## src/rtl/pipe_hazard_ctrl.sv

```systemverilog
// Stall/bubble controller for the F/D/E/M/W pipeline: load-use, redirect, MDU wait with timeout, memory waits, pending traps.
// Optional perf counters are compiled in when PIPE_HAZARD_CTRL_PERF_EN is defined.
module pipe_hazard_ctrl #(
  parameter int OPINFO_W    = 12,
  parameter int LOAD_BIT    = 3,
  parameter int REG_W       = 5,
  parameter int MDU_MAX_CYC = 64,
  parameter int CNT_W       = 32
) (
  input  logic                clk,
  input  logic                rst_n,
  input  logic                execute_i_need_jump,
  input  logic [OPINFO_W-1:0] regE_i_opcode_info,
  input  logic [REG_W-1:0]    regE_i_rd,
  input  logic [REG_W-1:0]    decode_i_rs1,
  input  logic [REG_W-1:0]    decode_i_rs2,
  input  logic                decode_i_use_rs1,
  input  logic                decode_i_use_rs2,
  input  logic                ifetch_i_busy,
  input  logic                mem_i_busy,
  input  logic                mdu_i_start,
  input  logic                mdu_i_done,
  input  logic                trap_i_valid,
  output logic                regF_stall,
  output logic                regD_stall,
  output logic                regE_stall,
  output logic                regM_stall,
  output logic                regW_stall,
  output logic                regF_bubble,
  output logic                regD_bubble,
  output logic                regE_bubble,
  output logic                regM_bubble,
  output logic                regW_bubble,
  output logic [1:0]          ctrl_o_state,
  output logic                ctrl_o_trap_take,
  output logic                ctrl_o_mdu_timeout,
  output logic [CNT_W-1:0]    perf_o_stall_cnt,
  output logic [CNT_W-1:0]    perf_o_flush_cnt,
  output logic [CNT_W-1:0]    perf_o_lduse_cnt
);

  localparam int TMO_W = $clog2(MDU_MAX_CYC);

  typedef enum logic {MDU_IDLE = 1'b0, MDU_BUSY = 1'b1} mduState_t;

  mduState_t        mduStateReg, mduStateNext;
  logic             trapPendReg, trapPendNext;
  logic [TMO_W-1:0] tmoCntReg, tmoCntNext;

  logic mduBusy, rs1Hit, rs2Hit, loadUse, trapReq, trapTake, mduTimeout, mduHold;
  logic unusedOpInfo;

  assign unusedOpInfo = ^regE_i_opcode_info;

  assign mduBusy  = (mduStateReg == MDU_BUSY);
  assign rs1Hit   = decode_i_use_rs1 && (decode_i_rs1 == regE_i_rd);
  assign rs2Hit   = decode_i_use_rs2 && (decode_i_rs2 == regE_i_rd);
  assign loadUse  = regE_i_opcode_info[LOAD_BIT] && (rs1Hit || rs2Hit) && (regE_i_rd != '0);
  assign trapReq  = trap_i_valid || trapPendReg;
  assign trapTake = trapReq && !mem_i_busy;

  // A timeout releases the hold in the same cycle so the E instruction advances.
  assign mduTimeout = mduBusy && !mdu_i_done && !trapTake &&
                      (tmoCntReg == TMO_W'(MDU_MAX_CYC - 1));
  assign mduHold    = mduBusy ? (!mdu_i_done && !mduTimeout)
                              : (mdu_i_start && !mdu_i_done);

  always_ff @(posedge clk or negedge rst_n) begin
    if (!rst_n) begin
      mduStateReg <= MDU_IDLE;
      trapPendReg <= 1'b0;
      tmoCntReg   <= '0;
    end else begin
      mduStateReg <= mduStateNext;
      trapPendReg <= trapPendNext;
      tmoCntReg   <= tmoCntNext;
    end
  end

  always_comb begin
    mduStateNext = mduStateReg;
    trapPendNext = trapPendReg;
    tmoCntNext   = tmoCntReg;
    if (trapTake) begin
      trapPendNext = 1'b0;
      mduStateNext = MDU_IDLE;
      tmoCntNext   = '0;
    end else begin
      if (mem_i_busy && trap_i_valid) begin
        trapPendNext = 1'b1;
      end
      if (mduStateReg == MDU_IDLE) begin
        if (mdu_i_start && !mdu_i_done) begin
          mduStateNext = MDU_BUSY;
          tmoCntNext   = '0;
        end
      end else if (mdu_i_done || mduTimeout) begin
        mduStateNext = MDU_IDLE;
        tmoCntNext   = '0;
      end else begin
        tmoCntNext = tmoCntReg + TMO_W'(1);
      end
    end
  end

  always_comb begin
    regF_stall  = 1'b0;
    regD_stall  = 1'b0;
    regE_stall  = 1'b0;
    regM_stall  = 1'b0;
    regF_bubble = 1'b0;
    regD_bubble = 1'b0;
    regE_bubble = 1'b0;
    regM_bubble = 1'b0;
    regW_bubble = 1'b0;
    if (trapTake) begin
      regD_bubble = 1'b1;
      regE_bubble = 1'b1;
      regM_bubble = 1'b1;
    end else if (mem_i_busy) begin
      regF_stall  = 1'b1;
      regD_stall  = 1'b1;
      regE_stall  = 1'b1;
      regM_stall  = 1'b1;
      regW_bubble = 1'b1;
    end else if (mduHold) begin
      regF_stall  = 1'b1;
      regD_stall  = 1'b1;
      regE_stall  = 1'b1;
      regM_bubble = 1'b1;
    end else if (execute_i_need_jump) begin
      regD_bubble = 1'b1;
      regE_bubble = 1'b1;
      regF_stall  = ifetch_i_busy;
    end else if (loadUse) begin
      regF_stall  = 1'b1;
      regD_stall  = 1'b1;
      regE_bubble = 1'b1;
    end else if (ifetch_i_busy) begin
      regF_stall  = 1'b1;
      regD_bubble = 1'b1;
    end
  end

  assign regW_stall         = 1'b0;
  assign ctrl_o_state       = {trapPendReg, mduBusy};
  assign ctrl_o_trap_take   = trapTake;
  assign ctrl_o_mdu_timeout = mduTimeout;

`ifdef PIPE_HAZARD_CTRL_PERF_EN
  logic                       flushEvt, ldUseEvt;
  logic [2:0]                 perfEvt;
  logic [2:0][CNT_W-1:0]      perfCnt;

  assign flushEvt = trapTake || (!mem_i_busy && !mduHold && execute_i_need_jump);
  assign ldUseEvt = !trapTake && !mem_i_busy && !mduHold && !execute_i_need_jump && loadUse;
  assign perfEvt  = {ldUseEvt, flushEvt, regF_stall};

  // Index 0: stall cycles, 1: flushes, 2: load-use cycles; all wrap naturally.
  generate
    for (genvar gi = 0; gi < 3; gi++) begin : genPerf
      logic [CNT_W-1:0] cntReg;
      always_ff @(posedge clk or negedge rst_n) begin
        if (!rst_n) begin
          cntReg <= '0;
        end else if (perfEvt[gi]) begin
          cntReg <= cntReg + CNT_W'(1);
        end
      end
      assign perfCnt[gi] = cntReg;
    end
  endgenerate

  assign perf_o_stall_cnt = perfCnt[0];
  assign perf_o_flush_cnt = perfCnt[1];
  assign perf_o_lduse_cnt = perfCnt[2];
`else
  assign perf_o_stall_cnt = '0;
  assign perf_o_flush_cnt = '0;
  assign perf_o_lduse_cnt = '0;
`endif

endmodule

```

## config.mk

```make
export PLATFORM = sky130hd
export DESIGN_NAME = pipe_hazard_ctrl
export DESIGN_NICKNAME = d
export VERILOG_FILES = /design/src/rtl/pipe_hazard_ctrl.sv
export SDC_FILE = /design/constraint.sdc
export NUM_CORES = 1
export LEC_CHECK = 0
export ABC_AREA = 0
export CORE_MARGIN = 5
export CORE_UTILIZATION = 29
export DETAILED_ROUTE_END_ITERATION = 10
export GPL_TIMING_DRIVEN = 0
export PLACE_DENSITY = 0.81
export SYNTH_ARGS = -nofsm -noshare
export SYNTH_HDL_FRONTEND = slang
export SYNTH_SLANG_ARGS = --single-unit
```

## constraint.sdc

```tcl
create_clock -name clk -period 2.3 [get_ports clk]
set_clock_uncertainty 0.05 [all_clocks]
set_input_delay 0.23 -clock clk [delete_from_list [all_inputs] [get_ports clk]]
set_output_delay 0.23 -clock clk [all_outputs]
set_load 0.005 [all_outputs]
```

==> results.toml, run 1 <==
[outcome]
outcome = "finished clean"

[layout]
register_area_um2 = 200
multi_input_comb_area_um2 = 805
instances_no_fill = 381
antenna-diode-count = 0
final_util_pct = 48.3
areaGrowthSynthToFinish_pct = 61.4
design.final.nets = 354
drive_gt1_share_pct = 39.2
design_area_um2 = 2280
n_fill_cell = 457

[global_routing]
maximum_number_of_pins_on_one_net_before_global_route_repair = 9
global_route_track_usage_on_met1_pct = 9.41
grt_busiest_layer = "met2"
groute.usage.overall_pct = 9.41
global_route_wire_length_before_repair_um = 4660
globalRouteMet3Util_pct = 3.27
first_global_vias = 1099
antenna_found_initial = 0
grt_remaining_overflow = 0
met2_usage_pct = 17.4

[sta]
period_minus_slack_ns = 2.21
number_of_pins_with_negative_max_slew_slack_in_the_final_report = 0
timing.final.hold_violations = 0
rsz0062_at_grt = "true"
setup_viol = 0
fin_worst_hold_slack_ns = 0.236
timing.final.crit_share_pct = 96.0
maxClockFrequency_ghz = 0.453

[drt]
routed-via-count = 1210
drt_pass1_iterations = 4
detail_route.vias_per_cell = 3.18
initialDrtViolationCount = 55
antenna_violating_nets_left = 0
wirelength_um = 3260
route.detailed.wl_per_inst_um = 8.54
drt_drc_violations_left = 0

[logic_synthesis]
synth_edf_count = 0
postSynthRegisterBits = 8
syn_avg_cell_area_um2 = 8.17
synth_area_leaders = "sky130_fd_sc_hd__buf_4, sky130_fd_sc_hd__dfrtp_1, sky130_fd_sc_hd__xor2_1, sky130_fd_sc_hd__o21ai_0, sky130_fd_sc_hd__a2111oi_4"
synth_area_um2 = 1410
synth_commonest_cells = "sky130_fd_sc_hd__buf_4, sky130_fd_sc_hd__dfrtp_1, sky130_fd_sc_hd__xor2_1"
synth_cells = 173
synth_top_cell_by_area = "sky130_fd_sc_hd__buf_4"
synth.top_cell.area_share_pct = 53.7
synth.yosys.seq_area_share_pct = 14.2
synth_warnings = 0
synth_flop_cell = "sky130_fd_sc_hd__dfrtp_1"
synth-async-reset-ratio_pct = 100
synthDistinctLibCells = 35
synth.most_common_cell = "sky130_fd_sc_hd__buf_4"

[critical_path]
reg2regPathDepth = 7
reg_to_reg_critical_path_endpoint = "tmoCntReg[2]$_DFFE_PN0P_"
timing.setup.critical_path_class = "input port to output pin"
reg2reg_slack_ns = 0.53
timing.critical_path.cells = "clkdlybuf4s50_1, or4_1, o21ai_1, a21oi_1, a221o_1, buf_2"
cp.arrival_ns = 1.93
startpoint_type = "input port"
timing.rr.start = "tmoCntReg[0]$_DFFE_PN0P_"
required_arrival_time_at_the_worst_endpoint_ns = 2.02
crit_path_max_incr_delay_ns = 0.53
worstPathMaxFanout = 4
setup.worst_path.end_class = "output pin"
critical_path.slowest_cell = "sky130_fd_sc_hd__or4_1"

[die]
core_area_um2 = 4720
floorplan.die_area_um2 = 6370
std_cell_rows = 25
chipWidth_um = 79.8
top_level_ports = 147
starting_utilization_of_the_core_area_pct = 29.9
chipHeight_um = 79.8

[power_and_ir_drop]
power_uw = 616
power_frac_comb_pct = 49.5
switchingPower_uw = 169
internal_power_uw = 447
vdd_drop_max_mv = 0.139
power_per_cell_area_nw_per_um2 = 270
power.sequential.fraction_pct = 24.3
power_switching_share_pct = 27.5
p_clk_share_pct = 26.2
total_leakage_power_uw = 0.00134

[placement]
detailedPlacementHpwl_um = 3000
placed_cells = 374
placement.io_buffers = 37
finalWeightedCongestion = 0.719
postPlaceCellArea_um2 = 2230

[hold_path]
worst_min_delay_path_class = "input port to asynchronous set/reset pin"

[clocking]
cts_buffer_depth = 2
clock_tree.htree_level_count = 1
cts_hold_buf = 0
tritoncts_num_sinks = 8
clock-root-buffer = "sky130_fd_sc_hd__clkbuf_8"
clk_transition_reported_paths_ns = 0.04
cts_tree = "yes"
insertion_delay_ns = 0.22
tritoncts_buffers = 3

[run]
maxCapViolations = 0
[power groups by stage]
stage	Combinational [uW]	Sequential (uW)	Clock [uW]
after global routing	337	150	174
after floorplan	210	151	0
after global placement	297	152	0
after CTS	295	150	167
final	305	150	161
after detailed placement	299	152	0
[how the worst max path moves through the flow]
stage,from,cells after the start,endpoint
6_report,regE_i_rd[1],6,regF_stall
5_1_grt,tmoCntReg[0]$_DFFE_PN0P_,7,regE_bubble
4_1_cts,tmoCntReg[0]$_DFFE_PN0P_,7,regM_bubble
3_5_place_dp,regE_i_rd[1],6,regD_bubble
3_3_place_gp,regE_i_rd[1],6,regD_bubble
2_1_floorplan,tmoCntReg[0]$_DFFE_PN0P_,7,regE_bubble
[layout make-up]
class | count | area share (%)
well taps | 67 | 3.68
inverters | 1 | 0.165
clock buffers | 3 | 1.81
plain buffers | 102 | 33.4
repair buffers | 42 | 16.8
flip-flops and latches | 8 | 8.78
multi-input cells | 158 | 35.3
[flip-flops by register name, summed over array words and instances, names as in the netlist]
signal       count
trapPendReg      1
mduBusy          1
tmoCntReg        6
[cells in the final DEF (no fill, tap or decap), drive strengths merged, types with 3 or more instances in the layout]
cell type | synthesis | layout
xor2 | 8 | 8
clkbuf | 1 | 4
nor2 | 6 | 6
dfrtp | 8 | 8
buf | 102 | 111
conb | 1 | 98
nand2 | 5 | 5
xnor2 | 3 | 3
nand3 | 3 | 3
clkdlybuf4s50 | 0 | 30
o21ai | 7 | 7
[critical path: cells and delay by family]
family,cells,cell delay [ns]
AOI/OAI and AO/OA,3,0.55
buffers and inverters,2,0.61
and+or+nand+nor,1,0.53
[metal layers]
layer  routed length (um)  vias up
li1                     -      646
met1                 1090      487
met2                 1760       75
met3                  383        2
met4                   14        0
met5                    0        -
[cells by family (layout without fill, tap and decap cells)]
logic type / count (synthesis) / count (layout) / synth area share, %
compound gates: 20 / 20 / 11.3
other cells: 1 / 98 / 0.265
buf+inv: 104 / 148 / 55.0
fa+ha+maj: 1 / 1 / 0.886
simple gates: 27 / 27 / 10.8
flops: 8 / 8 / 14.2
mux: 1 / 1 / 0.709
xor+xnor: 11 / 11 / 6.82
[repair_timing]
item	4_1_cts	5_1_grt
resized for setup	21	4
cloned	0	0
setup buffers	3	2
setup endpoints to repair	6	7
pin swaps	2	1
[through the flow]
step	TNS [ns]	setup slack [ns]
2_1_floorplan	0	0.321
3_3_place_gp	-1.07	-0.270
3_5_place_dp	-1.24	-0.291
4_1_cts	0	0.00693
5_1_grt	-0.00710	-0.00710
6_report	0	0.0919
No activity file was read; power rests on OpenSTA's default activity.
==> inputs of run 2 (changes only) <==
SETUP_SLACK_MARGIN = 0.1   (was unset)
clock period = 2.15 ns   (was 2.3 ns; I/O delays follow)
==> run 2 against run 1 <==
The run now ends with negative setup slack left; sequential power grew 7%; critical path type is now register to output pin; count of clock-buffer cells in the layout is the same; clock power grew 6%; power grew 8.1%; flip-flop and latch count is the same.
==> results.toml, run 2 (synthesis gave the netlist of run 1 again) <==
[critical_path]
required_arrival_time_at_the_worst_endpoint_ns = 1.88
reg2reg_slack_ns = 0.42
cp.arrival_ns = 1.97
reg_to_reg_critical_path_endpoint = "tmoCntReg[3]$_DFFE_PN0P_"
reg2regPathDepth = 7
worstPathMaxFanout = 5
timing.setup.critical_path_class = "register to output pin"
timing.rr.start = "tmoCntReg[1]$_DFFE_PN0P_"
startpoint_type = "register"
setup.worst_path.end_class = "output pin"

[die]
std_cell_rows = 25
chipWidth_um = 79.8
core_area_um2 = 4720
floorplan.die_area_um2 = 6370
starting_utilization_of_the_core_area_pct = 29.9
top_level_ports = 147
chipHeight_um = 79.8

[power_and_ir_drop]
switchingPower_uw = 183
power.sequential.fraction_pct = 24.2
power_uw = 666
power_per_cell_area_nw_per_um2 = 288
power_switching_share_pct = 27.4
power_frac_comb_pct = 50.2
total_leakage_power_uw = 0.00132
p_clk_share_pct = 25.6
internal_power_uw = 483
vdd_drop_max_mv = 0.149

[clocking]
cts_hold_buf = 0
insertion_delay_ns = 0.22
clock-root-buffer = "sky130_fd_sc_hd__clkbuf_8"
clk_transition_reported_paths_ns = 0.04
tritoncts_buffers = 3
cts_tree = "yes"
clock_tree.htree_level_count = 1
tritoncts_num_sinks = 8
cts_buffer_depth = 2

[layout]
largest_register_ffs = 6
regMostFlops = "tmoCntReg"
design.final.nets = 355
final_common_cell = "sky130_fd_sc_hd__buf_4"
instances_no_fill = 382
final_cell_mix = "sky130_fd_sc_hd__buf_4, sky130_fd_sc_hd__conb_1, sky130_fd_sc_hd__clkdlybuf4s50_1, sky130_fd_sc_hd__xor2_1, sky130_fd_sc_hd__dfrtp_1"
antenna-diode-count = 0
areaGrowthSynthToFinish_pct = 63.7
drive_gt1_share_pct = 40.6

[placement]
detailedPlacementHpwl_um = 3000
placement.setup.worst_slack_ns = -0.411
placement.io_buffers = 37
placed_cells = 374
finalWeightedCongestion = 0.719

[global_routing]
antenna_found_initial = 0
groute.usage.overall_pct = 9.59
global_route_wire_length_before_repair_um = 4760
maximum_number_of_pins_on_one_net_before_global_route_repair = 9
first_global_vias = 1111
grt_remaining_overflow = 0

[sta]
period_minus_slack_ns = 2.24
timing.final.hold_violations = 0
maxClockFrequency_ghz = 0.447
rsz0062_at_grt = "true"
setup_slack_ns = -0.0852
fin_worst_hold_slack_ns = 0.216
setup_viol = 6
timing.final.crit_share_pct = 104
number_of_pins_with_negative_max_slew_slack_in_the_final_report = 0

[drt]
wirelength_um = 3250
routed-via-count = 1193
antenna_violating_nets_left = 0
drt_pass1_iterations = 4
detail_route.vias_per_cell = 3.12
initialDrtViolationCount = 35
drt_drc_violations_left = 0
route.detailed.wl_per_inst_um = 8.51

[run]
maxCapViolations = 0

[outcome]
failed_checks = "negative setup slack"
outcome = "complete, but fails checks"

[hold_path]
worst_min_delay_path_class = "input port to asynchronous set/reset pin"
[run 2: layout make-up]
| cell class | count | area (um^2) |
|---|---|---|
| plain buffers | 103 | 773 |
| inverters | 1 | 3.75 |
| repair buffers | 42 | 383 |
| well taps | 67 | 83.8 |
| multi-input cells | 158 | 827 |
| fillers | 453 | 2410 |
| flip-flops and latches | 8 | 200 |
| clock buffers | 3 | 41.3 |
[run 2: worst max-delay path by stage]
stage,from,endpoint,slack (ns),cells after the start
after detailed placement,regE_i_rd[1],regD_bubble,-0.41,6
after global routing,tmoCntReg[1]$_DFFE_PN0P_,regE_bubble,-0.18,8
after CTS,tmoCntReg[1]$_DFFE_PN0P_,regE_bubble,-0.11,8
after floorplan,tmoCntReg[0]$_DFFE_PN0P_,regE_bubble,0.19,7
after global placement,regE_i_rd[1],regD_bubble,-0.39,6
final,tmoCntReg[1]$_DFFE_PN0P_,regE_bubble,-0.09,8
[run 2: power by group through the flow]
stage	logic (uW)	clock network, uW	registers (uW)
2_1_floorplan	224	0	162
3_3_place_gp	318	0	163
3_5_place_dp	320	0	163
4_1_cts	318	179	161
5_1_grt	369	184	162
6_report	334	171	161
[run 2: through the flow]
stage	instance area (um^2)	setup TNS (ns)	utilization, %
5_1_grt	2310	-0.787	49.0
3_5_place_dp	2230	-1.97	47.2
4_1_cts	2290	-0.398	48.5
6_report	2310	-0.272	49.0
2_1_floorplan	1780	0	-
3_3_place_gp	2230	-1.81	47.2
[run 2: worst max-delay path, stage by stage (launching register included)]
cell	delay, ns
sky130_fd_sc_hd__dfrtp_1	0.38
sky130_fd_sc_hd__ha_2	0.20
sky130_fd_sc_hd__and3_4	0.18
sky130_fd_sc_hd__and3_4	0.19
sky130_fd_sc_hd__a2111oi_4	0.29
sky130_fd_sc_hd__or2_1	0.16
sky130_fd_sc_hd__buf_6	0.10
sky130_fd_sc_hd__o21ba_4	0.14
sky130_fd_sc_hd__buf_6	0.11
[run 2: routing by layer]
| layer | vias up | GRT usage, % | part of all wire (%) |
|---|---|---|---|
| met2 | 62 | 18.3 | 55 |
| met4 | 0 | 3.55 | 1.0 |
| met3 | 4 | 3.16 | 10 |
| met5 | - | 0 | 0 |
| li1 | 648 | - | - |
| met1 | 479 | 9.54 | 34 |
[run 2: what timing repair did]
| action | in CTS | in global routing |
|---|---|---|
| endpoints found under the setup margin | 7 | 8 |
| pin swaps | 5 | 3 |
| setup buffers | 4 | 2 |
| gates resized for setup | 25 | 7 |
